### config.mk
export PLATFORM = sky130hd
export DESIGN_NAME = wtm_boot_loader
export DESIGN_NICKNAME = d
export VERILOG_FILES = /design/src/rtl/wtm_boot_loader.sv
export SDC_FILE = /design/constraint.sdc
export NUM_CORES = 1
export LEC_CHECK = 0
export CAP_MARGIN = 0
export CELL_PAD_IN_SITES_DETAIL_PLACEMENT = 1
export CELL_PAD_IN_SITES_GLOBAL_PLACEMENT = 1
export CORE_ASPECT_RATIO = 1.25
export CORE_MARGIN = 3
export CORE_UTILIZATION = 38
export DETAILED_ROUTE_END_ITERATION = 8
export PLACE_DENSITY_LB_ADDON = 0.1
export SLEW_MARGIN = 20
export SYNTH_ARGS = -nofsm -noshare
export SYNTH_HDL_FRONTEND = slang
export SYNTH_SLANG_ARGS = --single-unit
export TNS_END_PERCENT = 5
### constraint.sdc
create_clock -name clock -period 3 [get_ports clock]
set_clock_uncertainty 0.1 [all_clocks]
set_input_delay 0.6 -clock clock [delete_from_list [all_inputs] [get_ports clock]]
set_output_delay 0.6 -clock clock [all_outputs]
set_load 0.1 [all_outputs]
### src/rtl/wtm_boot_loader.sv
`timescale 1ns/1ps
// wtm_boot_loader: copies NUM_BYTES bytes streamed from a FLASH reader into
// asynchronous SRAM (setup / we_n pulse / hold per byte), then releases the
// Z8S180 from reset. Any timeout, overrun or early reader stop is terminal.
module wtm_boot_loader #(
    parameter int NUM_BYTES      = 16,
    parameter int SRAM_BASE_ADDR = 0,
    parameter int ADDR_WIDTH     = 19,
    parameter int WE_PULSE_CLKS  = 2,
    parameter int TIMEOUT_CLKS   = 4096
) (
    input  logic                  clock,
    input  logic                  reset_n,
    output logic                  flash_read_en,
    input  logic                  flash_read_active,
    input  logic                  flash_tValid,
    input  logic [7:0]            flash_tData,
    output logic [ADDR_WIDTH-1:0] mem_addr,
    output logic [7:0]            mem_data,
    output logic                  mem_ce_n,
    output logic                  mem_we_n,
    output logic                  cpu_reset_n,
    output logic                  boot_done,
    output logic                  boot_error
);

    localparam int CNT_W = $clog2(NUM_BYTES + 1);
    localparam int TMR_W = $clog2(TIMEOUT_CLKS + 1);
    localparam int PLS_W = $clog2(WE_PULSE_CLKS + 1);

    localparam logic [ADDR_WIDTH-1:0] BASE     = ADDR_WIDTH'(SRAM_BASE_ADDR);
    localparam logic [CNT_W-1:0]      LAST_CNT = CNT_W'(NUM_BYTES);
    localparam logic [TMR_W-1:0]      TMR_LAST = TMR_W'(TIMEOUT_CLKS - 1);
    localparam logic [PLS_W-1:0]      PLS_LAST = PLS_W'(WE_PULSE_CLKS - 1);

    typedef enum logic [2:0] {
        IDLE, START, WAIT_BYTE, SETUP, PULSE, HOLD, DONE, ERROR
    } state_t;

    state_t                  state_q, state_d;
    logic [CNT_W-1:0]        byte_cnt_q, byte_cnt_d;   // bytes written to SRAM
    logic [CNT_W-1:0]        rx_cnt_q, rx_cnt_d;       // bytes taken from reader
    logic [7:0]              hold_q, hold_d;
    logic                    full_q, full_d;
    logic [TMR_W-1:0]        tmr_q, tmr_d;
    logic [PLS_W-1:0]        pls_q, pls_d;
    logic                    fre_q, fre_d;
    logic [ADDR_WIDTH-1:0]   addr_q, addr_d;
    logic [7:0]              data_q, data_d;
    logic                    ce_n_q, ce_n_d;
    logic                    we_n_q, we_n_d;
    logic                    cpu_rst_n_q, cpu_rst_n_d;
    logic                    done_q, done_d;
    logic                    err_q, err_d;

    logic                    capture;
    logic                    overrun;
    logic                    to_error;
    logic [CNT_W:0]          pending;

    // Next-state and next-output logic; every output is the registered copy.
    always_comb begin
        state_d     = state_q;
        byte_cnt_d  = byte_cnt_q;
        rx_cnt_d    = rx_cnt_q;
        hold_d      = hold_q;
        full_d      = full_q;
        tmr_d       = tmr_q;
        pls_d       = pls_q;
        fre_d       = fre_q;
        addr_d      = addr_q;
        data_d      = data_q;
        ce_n_d      = ce_n_q;
        we_n_d      = we_n_q;
        cpu_rst_n_d = cpu_rst_n_q;
        done_d      = done_q;
        err_d       = err_q;
        to_error    = 1'b0;

        capture = flash_tValid &&
                  (state_q inside {START, WAIT_BYTE, SETUP, PULSE, HOLD});
        // A second strobe before the byte moved to SRAM would lose data.
        overrun = capture && full_q;
        // Bytes already secured, counting one arriving this very clock.
        pending = {1'b0, byte_cnt_q} + (CNT_W+1)'(full_q) + (CNT_W+1)'(capture);

        if (capture) begin
            hold_d = flash_tData;
            full_d = 1'b1;
            tmr_d  = '0;
            if (rx_cnt_q != LAST_CNT) begin
                rx_cnt_d = rx_cnt_q + CNT_W'(1);
            end
            if (rx_cnt_q + CNT_W'(1) == LAST_CNT) begin
                fre_d = 1'b0;
            end
        end

        case (state_q)
            IDLE: begin
                state_d = START;
                fre_d   = 1'b1;
                tmr_d   = '0;
            end
            START: begin
                if (overrun) begin
                    to_error = 1'b1;
                end else if (flash_read_active) begin
                    state_d = WAIT_BYTE;
                    tmr_d   = '0;
                end else if (!capture) begin
                    if (tmr_q == TMR_LAST) to_error = 1'b1;
                    else                   tmr_d = tmr_q + TMR_W'(1);
                end
            end
            WAIT_BYTE: begin
                if (overrun) begin
                    to_error = 1'b1;
                end else if (full_q) begin
                    state_d = SETUP;
                    full_d  = 1'b0;
                    data_d  = hold_q;
                    addr_d  = BASE + ADDR_WIDTH'(byte_cnt_q);
                    ce_n_d  = 1'b0;
                    we_n_d  = 1'b1;
                end else if (!flash_read_active && pending < {1'b0, LAST_CNT}) begin
                    to_error = 1'b1;
                end else if (!capture) begin
                    if (tmr_q == TMR_LAST) to_error = 1'b1;
                    else                   tmr_d = tmr_q + TMR_W'(1);
                end
            end
            SETUP: begin
                if (overrun) begin
                    to_error = 1'b1;
                end else begin
                    state_d = PULSE;
                    we_n_d  = 1'b0;
                    pls_d   = '0;
                end
            end
            PULSE: begin
                if (overrun) begin
                    to_error = 1'b1;
                end else if (pls_q == PLS_LAST) begin
                    state_d = HOLD;
                    we_n_d  = 1'b1;
                end else begin
                    pls_d = pls_q + PLS_W'(1);
                end
            end
            HOLD: begin
                if (overrun) begin
                    to_error = 1'b1;
                end else begin
                    byte_cnt_d = byte_cnt_q + CNT_W'(1);
                    ce_n_d     = 1'b1;
                    if (byte_cnt_q + CNT_W'(1) == LAST_CNT) begin
                        state_d     = DONE;
                        done_d      = 1'b1;
                        cpu_rst_n_d = 1'b1;
                        fre_d       = 1'b0;
                    end else begin
                        state_d = WAIT_BYTE;
                        tmr_d   = '0;
                    end
                end
            end
            default: begin
                // DONE and ERROR hold until reset.
            end
        endcase

        if (to_error) begin
            state_d     = ERROR;
            err_d       = 1'b1;
            fre_d       = 1'b0;
            ce_n_d      = 1'b1;
            we_n_d      = 1'b1;
            cpu_rst_n_d = 1'b0;
        end
    end

    // State and output registers; reset also releases a write strobe at once.
    always_ff @(posedge clock or negedge reset_n) begin
        if (!reset_n) begin
            state_q     <= IDLE;
            byte_cnt_q  <= '0;
            rx_cnt_q    <= '0;
            hold_q      <= '0;
            full_q      <= 1'b0;
            tmr_q       <= '0;
            pls_q       <= '0;
            fre_q       <= 1'b0;
            addr_q      <= '0;
            data_q      <= '0;
            ce_n_q      <= 1'b1;
            we_n_q      <= 1'b1;
            cpu_rst_n_q <= 1'b0;
            done_q      <= 1'b0;
            err_q       <= 1'b0;
        end else begin
            state_q     <= state_d;
            byte_cnt_q  <= byte_cnt_d;
            rx_cnt_q    <= rx_cnt_d;
            hold_q      <= hold_d;
            full_q      <= full_d;
            tmr_q       <= tmr_d;
            pls_q       <= pls_d;
            fre_q       <= fre_d;
            addr_q      <= addr_d;
            data_q      <= data_d;
            ce_n_q      <= ce_n_d;
            we_n_q      <= we_n_d;
            cpu_rst_n_q <= cpu_rst_n_d;
            done_q      <= done_d;
            err_q       <= err_d;
        end
    end

    assign flash_read_en = fre_q;
    assign mem_addr      = addr_q;
    assign mem_data      = data_q;
    assign mem_ce_n      = ce_n_q;
    assign mem_we_n      = we_n_q;
    assign cpu_reset_n   = cpu_rst_n_q;
    assign boot_done     = done_q;
    assign boot_error    = err_q;

endmodule

# Word level (Yosys, flattened, before mapping)
# Cells that the tools add are included.
# Widths: inputs -> output; s select.
[op_classes]
n_addsub = 6
n_bitwise = 1
reduce_logical = 22
mux = 61
n_eq_ne = 22
magnitude_cmp = 1
[ops]
columns = ["op", "n"]
rows = [
  ["$mux 13", 10],
  ["$pmux 13 s4", 1],
  ["$mux 1", 31],
  ["$mux 3", 10],
  ["$ne 3x3->1 const B", 7],
  ["$pmux 3 s6", 1],
  ["$add 13x1->13 const B", 1],
  ["$eq 13x12->1 const B", 1],
  ["$add 5x1->5 const B", 2],
  ["$eq 5x5->1 const B", 2],
  ["$reduce_and 3->1", 3],
  ["$reduce_and 9->1", 1],
  ["$reduce_and 4->1", 2],
  ["$reduce_bool 7->1", 1],
  ["$add 5x1->6", 1],
  ["$add 6x1->6", 1],
  ["$eq 3x2->1 const B", 2],
  ["$eq 3x3->1 const B", 2],
  ["$lt 6x5->1 const B", 1],
  ["$mux 2", 3],
  ["$ne 2x2->1 const B", 3],
  ["$pmux 1 s3", 2],
  ["$reduce_and 6->1", 1],
  ["$reduce_bool 2->1", 3],
  ["other kinds (17)", 21],
]
[totals]
input_bits = 12
elab_cells = 128
ff_bits = 56

# Depth between registers and ports, before layout
# Gate-level depths: netlist of run 1.
[depth]
word_depth = 12
mapped_depth = 13
depth_no_buf = 9

# Least setup slack after synthesis of run 1
# No wires, ideal clock.
[synth_path]
path_type = "register -> register"
start = "register state_q[2]"
end = "register tmr_q[0]"
setup_ns = 0.094
slack_ns = 0.190
t_required_ns = 2.806
path_buffers = 4
synth_period_minus_slack_ns = 2.810
path_stages_with_launch = 14
t_arrival_ns = 2.616
path_cell_list = "dfrtp_1 buf_2 or3_1 nand3_1 inv_1 clkbuf_1 buf_2 ha_1 nand4_1 a211o_1 a21oi_2 buf_2 a21oi_1 a211oi_1"
[synth_via]
elab_chain_cells = 10
[synth_rtl]
columns = ["item", "line_no", "rtl"]
rows = [
  ["start: declaration", "40", "state_t state_q, state_d;"],
  ["start signal: assignment", "203", "state_q <= state_d;"],
  ["$eq 3x1->1 (tied with other cells)", "81", "(state_q inside {START, WAIT_BYTE, SETUP, PULSE, HOLD});"],
  ["$reduce_bool 5->1 (*)", "81", ""],
  ["$logic_and 1x1->1 (*)", "80", "capture = flash_tValid &&"],
  ["net capture", "56", "logic capture;"],
  ["$add 6x1->6 or $mux 13 (tied branches)", "85, 87", ""],
  ["$lt 6x5->1 or $mux 13 (tied branches)", "126, 112, 129", ""],
  ["$logic_and 1x1->1 or $mux 13 (tied branches)", "126, 128", ""],
  ["$mux 13", "126", "end else if (!flash_read_active && pending < {1'b0, LAST_CNT}) begin"],
  ["$mux 13", "119", "end else if (full_q) begin"],
  ["$mux 13", "117", "if (overrun) begin"],
  ["$pmux 13 s4 (*)", "99", "case (state_q)"],
  ["net tmr_d[0]", "45", "logic [TMR_W-1:0] tmr_q, tmr_d;"],
  ["end signal: assignment", "208", "tmr_q <= tmr_d;"],
  ["end: declaration", "45", ""],
]
# The timed path passes the listed nets; every way through them passes the cells marked *.
# A chain may end at the register's enable or synchronous reset.

==> flow_metrics.tcl, run 1 <==
set metrics [dict create \
    outcome "finished, final reports clean" \
    die_area_um2 9070 \
    postCtsResizedCells 0 \
    cts_tree "built" \
    grt_max_degree 32 \
    layout-drive-gt1-share_pct 19.0 \
    ant_nets 0 \
    period_share_pct 83.5 \
    worst_pin_slew_ns 0.741 \
    yosysUniqueCellTypes 54 \
    wl_per_cell_um 16.4 \
    first_global_vias 2486 \
    regArea_um2 1400 \
    fmax_mhz 399 \
    postCtsSetupRepairBufs 0 \
    hold_viol_final 0 \
    num_rows 35 \
    instances_no_fill 439 \
    cp.arrival_ns 2.62 \
    start_kind "flop" \
    place.gp.congestion 0.794 \
    final_max_slew_viol_count 0 \
    portBuffers 30 \
    period_needed_ns 2.51 \
    regToRegSetupSlack_ns 0.49 \
    fin_tns_setup_ns 0 \
    grt_pass1_wl_um 12400 \
    slowest_stage "or4_1" \
    cts_root_buffer "clkbuf_8" \
    final_core_util_pct 45.8 \
    ir_drop_uv 514 \
    first_iter_violations 67 \
    critPathCaptureType "flop" \
    p_per_area_nw_per_um2 1020 \
    dp_hpwl_um 5130 \
    clock_path_buffers 2 \
    drc 0 \
    synth_edf_count 0 \
    max_stage_delay_ns 0.76 \
    setup_viol 0 \
    detail_route.vias_per_cell 5.35 \
    cp_data_required_time_ns 3.12 \
    cts_hold_buffers 0 \
    dp.cells 431 \
    grt_usage_pct 16.9 \
    cp_num_buf_inv 1 \
    worstHoldPathType "input port to asynchronous set/reset pin" \
    core_area_um2 7530 \
    maxCapViolCount 0 \
    ys_ff_latch 56 \
    design.portCount 45 \
    rsz0062_at_grt "no" \
    yosysSeqAreaShare_pct 46.4 \
    final_common_cell "dfrtp_1" \
    num_vias 2348 \
    wl_um 7190 \
    grt_overflow 0 \
    yosysWarnings 0 \
    power_leakage_nw 1.53 \
    clock_latency_ns 0.31 \
    clk_pin_slew_ns 0.11 \
    synth-async-reset-ratio_pct 100 \
    cts_inserted_buffers 5 \
    first_pass_iters 4 \
    syn_to_final_growth_pct 14.0 \
    numClockSinks 56 \
    synth_flop_cell "dfrtp_1" \
    cp_cell_sequence "ha_1 -> nand3_2 -> or4_1 -> nor4b_4 -> a211oi_2 -> buf_4 -> a22o_1" \
    critical_path.max_fanout 10 \
    die_h_um 106 \
    htree_levels 2 \
    antenna_cells 0 \
    avgSynthCellArea_um2 9.63 \
    finalPower_mw 3.52 \
    maxSlewHeadroom_pct 50.6 \
    cp_top_family "simple AND/OR/NAND/NOR gates" \
    die_w_um 85.8 \
    start_util_pct 40.1 \
    multi_input_area_um2 1460 \
    n_fill_cell 897 \
    final_cell_mix "dfrtp_1, nand2_1, buf_4, a21oi_1, nor2_1" \
    fin_nets 366 \
    crit_type "flop to flop" \
    antenna_found_initial 0 \
    synthCells 314 \
    netlist_area_um2 3020 \
]
-- cell type report --
| cell class | count | area share (%) |
|---|---|---|
| sequential | 56 | 40.7 |
| inverter | 7 | 0.762 |
| clock buffer | 5 | 2.00 |
| clock inverter | 3 | 0.726 |
| multi-input combinational | 232 | 42.2 |
| tap | 92 | 3.34 |
| timing repair buffer | 44 | 10.2 |
-- registers in the layout (all words and copies together), names as in the netlist, 2 cells and up --
| register | flops |
|---|---|
| mem_addr | 5 |
| rx_cnt_q | 5 |
| state_q | 3 |
| byte_cnt_q | 5 |
| pls_q | 2 |
| hold_q | 8 |
| tmr_q | 13 |
| mem_data | 8 |
-- path summary, 6_finish.rpt --
kind                                       start                     to  cells after the start
setup / recovery              tmr_q[0]$_DFF_PN0_   pls_q[0]$_DFFE_PN0P_                      7
hold / removal                           reset_n     tmr_q[2]$_DFF_PN0_                      1
setup reg to reg              tmr_q[0]$_DFF_PN0_   pls_q[0]$_DFFE_PN0P_                      7
hold reg to reg            hold_q[0]$_DFFE_PN0P_  hold_q[0]$_DFFE_PN0P_                      2
max in group asynchronous                reset_n   mem_ce_n$_DFFE_PN1P_                      2
min in group clock         hold_q[0]$_DFFE_PN0P_  hold_q[0]$_DFFE_PN0P_                      2
-- kinds of logic after synthesis --
group / Yosys count / share of synthesized area (%)
AO/OA/AOI/OAI: 67 / 14.4
XOR/XNOR: 9 / 2.61
adder cells (fa/ha/maj): 8 / 3.31
buffers and inverters: 39 / 7.20
flip-flops: 56 / 46.4
multiplexers: 15 / 5.55
other: 1 / 0.124
AND/OR/NAND/NOR: 119 / 20.4
-- metrics by stage --
step | cell area, um2 | hold WS, ns | worst slack, ns
2_1_floorplan | 3070 | 0.204 | 0.190
3_3_place_gp | 3350 | 0.350 | 0.229
3_5_place_dp | 3350 | 0.360 | 0.161
4_1_cts | 3450 | 0.261 | 0.459
5_1_grt | 3450 | 0.280 | 0.273
6_report | 3450 | 0.232 | 0.494
-- where the power goes --
group / switching (mW) / internal, mW / total (mW)
logic: 1.31 / 0.542 / 1.85
clock network: 0.279 / 0.171 / 0.450
registers: 0.220 / 1.00 / 1.22
total: 1.81 / 1.71 / 3.52
-- Yosys cell counts, types with 2 or more instances --
| library cell | number | area (um2) |
|---|---|---|
| a211oi_1 | 5 | 37.5 |
| a21oi_1 | 20 | 100 |
| a22o_1 | 3 | 26.3 |
| a31oi_1 | 7 | 43.8 |
| a41oi_1 | 2 | 17.5 |
| and2_1 | 5 | 31.3 |
| and3_1 | 5 | 31.3 |
| buf_2 | 9 | 45.0 |
| buf_4 | 14 | 105 |
| clkbuf_1 | 8 | 30.0 |
| dfrtp_1 | 54 | 1350 |
| dfstp_2 | 2 | 52.6 |
| ha_1 | 8 | 100 |
| inv_1 | 7 | 26.3 |
| mux2_2 | 14 | 158 |
| nand2_1 | 42 | 158 |
| nand2b_1 | 8 | 50.1 |
| nand3_1 | 7 | 35.0 |
| nand3b_1 | 3 | 22.5 |
| nand4_1 | 9 | 56.3 |
| nand4b_1 | 2 | 17.5 |
| nor2_1 | 19 | 71.3 |
| nor2b_1 | 2 | 12.5 |
| nor3_1 | 6 | 30.0 |
| o2111ai_1 | 2 | 17.5 |
| o21a_1 | 3 | 22.5 |
| o21ai_0 | 13 | 65.1 |
| or2_2 | 2 | 12.5 |
| xnor2_1 | 8 | 70.1 |
-- per-layer routing --
metal / global-route usage (%) / vias up / wire length, um
met5: 0 / - / 0
met3: 2.58 / 7 / 148
met2: 29.4 / 22 / 3730
met1: 21.9 / 1175 / 3230
met4: 4.07 / 0 / 76
li1: - / 1144 / -
-- worst reg2reg max path: cells and delay by family, from the launching register on --
family | cells | cell delay [ns]
AO/OA/AOI/OAI | 2 | 0.27
adder cells (fa/ha/maj) | 1 | 0.26
buffers and inverters | 1 | 0.18
flip-flops | 1 | 0.42
AND/OR/NAND/NOR | 3 | 1.18
Note: power is estimated with default switching activity, not from simulation.
==> run 2, diff against run 1 <==
Settings changed: CORE_UTILIZATION 38 to 42.
Clock period 3 ns to 2.4 ns, I/O delays scaled along.
==> flow_metrics.tcl, run 2 (synthesized netlist as in run 1, its figures left out) <==
set metrics [dict create \
    worstSetupStartpoint "tmr_q[1]$_DFF_PN0_" \
    syn_to_final_growth_pct 18.0 \
    die_area_um2 8260 \
    grt_overflow 0 \
    numClockSinks 56 \
    first_iter_violations 119 \
    cts_inserted_buffers 5 \
    antenna_cells 0 \
    die_w_um 81.9 \
    postCtsSetupRepairBufs 0 \
    crit_type "flop to flop" \
    critPathCaptureType "flop" \
    htree_levels 2 \
    layout-drive-gt1-share_pct 22.6 \
    clock_latency_ns 0.31 \
    critical_path.max_fanout 5 \
    worstHoldPathType "input port to asynchronous set/reset pin" \
    period_share_pct 95.0 \
    first_pass_iters 4 \
    period_needed_ns 2.28 \
    ir_drop_uv 760 \
    grt_pass1_wl_um 11700 \
    fin_nets 373 \
    final_common_cell "dfrtp_1" \
    p_per_area_nw_per_um2 1260 \
    cts_hold_buffers 0 \
    cp.arrival_ns 2.39 \
    rsz0062_at_grt "yes" \
    dp_hpwl_um 5090 \
    wl_per_cell_um 16.0 \
    n_fill_cell 817 \
    final_cell_mix "dfrtp_1, nand2_1, buf_4, nor2_1, a21oi_1" \
    maxCapViolCount 0 \
    wl_um 7060 \
    finalHoldWorstSlack_ns 0.187 \
    core_area_um2 6770 \
    grt_usage_pct 18.1 \
    num_rows 33 \
    hold_viol_final 0 \
    fmax_mhz 438 \
    design.portCount 45 \
    worst_pin_slew_ns 0.706 \
    r2r_cells 7 \
    maxSlewHeadroom_pct 52.9 \
    ant_nets 0 \
    place_ws_ns -0.277 \
    detail_route.vias_per_cell 5.41 \
    r2r_start "tmr_q[1]$_DFF_PN0_" \
    start_kind "flop" \
    outcome "finished, final reports clean" \
    largest_register_ffs 13 \
    first_global_vias 2419 \
    cts_root_buffer "clkbuf_8" \
    power_leakage_nw 1.59 \
    place.gp.congestion 0.788 \
    die_h_um 101 \
    setup_viol 0 \
    start_util_pct 44.6 \
    clock_path_buffers 2 \
    grt_max_degree 57 \
    antenna_found_initial 0 \
    clk_pin_slew_ns 0.11 \
    drc 0 \
    cts_tree "built" \
    final_max_slew_viol_count 0 \
    cp_data_required_time_ns 2.51 \
    regMostFlops "tmr_q" \
    worst_slack_ns 0.119 \
    portBuffers 30 \
    num_vias 2384 \
    finalPower_mw 4.51 \
]
-- run 2: cell types whose count changed in the layout (fill, tap and decap cells not counted), sizes merged --
cell | before | now
buf | 34 | 40
clkdlybuf4s15 | 0 | 1
clkdlybuf4s50 | 10 | 9
clkinv | 0 | 1
dlymetal6s2s | 0 | 1
inv | 9 | 8
-- run 2: area by class of cell --
| cell class | count | area, um2 | area share [%] |
|---|---|---|---|
| sequential | 56 | 1400 | 39.3 |
| timing repair buffer | 51 | 437 | 12.2 |
| clock inverter | 3 | 21.3 | 0.596 |
| multi-input combinational | 232 | 1500 | 42.1 |
| tap | 87 | 109 | 3.05 |
| inverter | 7 | 26.3 | 0.736 |
| clock buffer | 5 | 68.8 | 1.93 |
-- run 2: through the flow --
stage | util [%] | std cells | cell area (um2) | setup TNS [ns]
floorplan | - | 327 | 3120 | -0.0414
global placement | 50.8 | 432 | 3440 | -2.30
detailed placement | 50.8 | 432 | 3440 | -3.45
CTS | 52.1 | 440 | 3530 | 0
global route | 52.7 | 441 | 3570 | -0.0261
finish | 52.7 | 441 | 3570 | 0
-- run 2: path summary, 6_finish.rpt --
| path | slack, ns | end |
|---|---|---|
| hold reg to reg | 0.38 | hold_q[1]$_DFFE_PN0P_ |
| setup reg to reg | 0.12 | pls_q[1]$_DFFE_PN0P_ |
| setup / recovery | 0.12 | pls_q[1]$_DFFE_PN0P_ |
| hold / removal | 0.19 | tmr_q[2]$_DFF_PN0_ |
| min in group clock | 0.38 | hold_q[1]$_DFFE_PN0P_ |
| max in group asynchronous | 1.54 | hold_q[1]$_DFFE_PN0P_ |
-- run 2: what timing repair did --
action / CTS / global route
setup endpoints to repair: 0 / 15
resized for setup: 0 / 7
endpoints found under the hold margin: 0 / 0
-- run 2: critical path, stage by stage (launching register included) --
cell	delay (ns)
dfrtp_1	0.42
ha_2	0.24
nand3_2	0.10
or4_1	0.62
nor4b_4	0.27
a211oi_2	0.07
buf_4	0.16
a22o_1	0.20
-- run 2: power breakdown --
group / total [mW] / internal, mW / switching (mW)
combinational: 2.47 / 0.764 / 1.71
clock: 0.534 / 0.208 / 0.326
sequential: 1.50 / 1.25 / 0.254
total: 4.51 / 2.22 / 2.29
-- run 2: layer usage --
metal	vias up	part of all wire [%]	track usage [%]
met5	-	0	0
met4	0	0.95	4.60
met3	4	1.9	2.95
met2	20	54	32.5
met1	1203	43	22.2
li1	1157	-	-
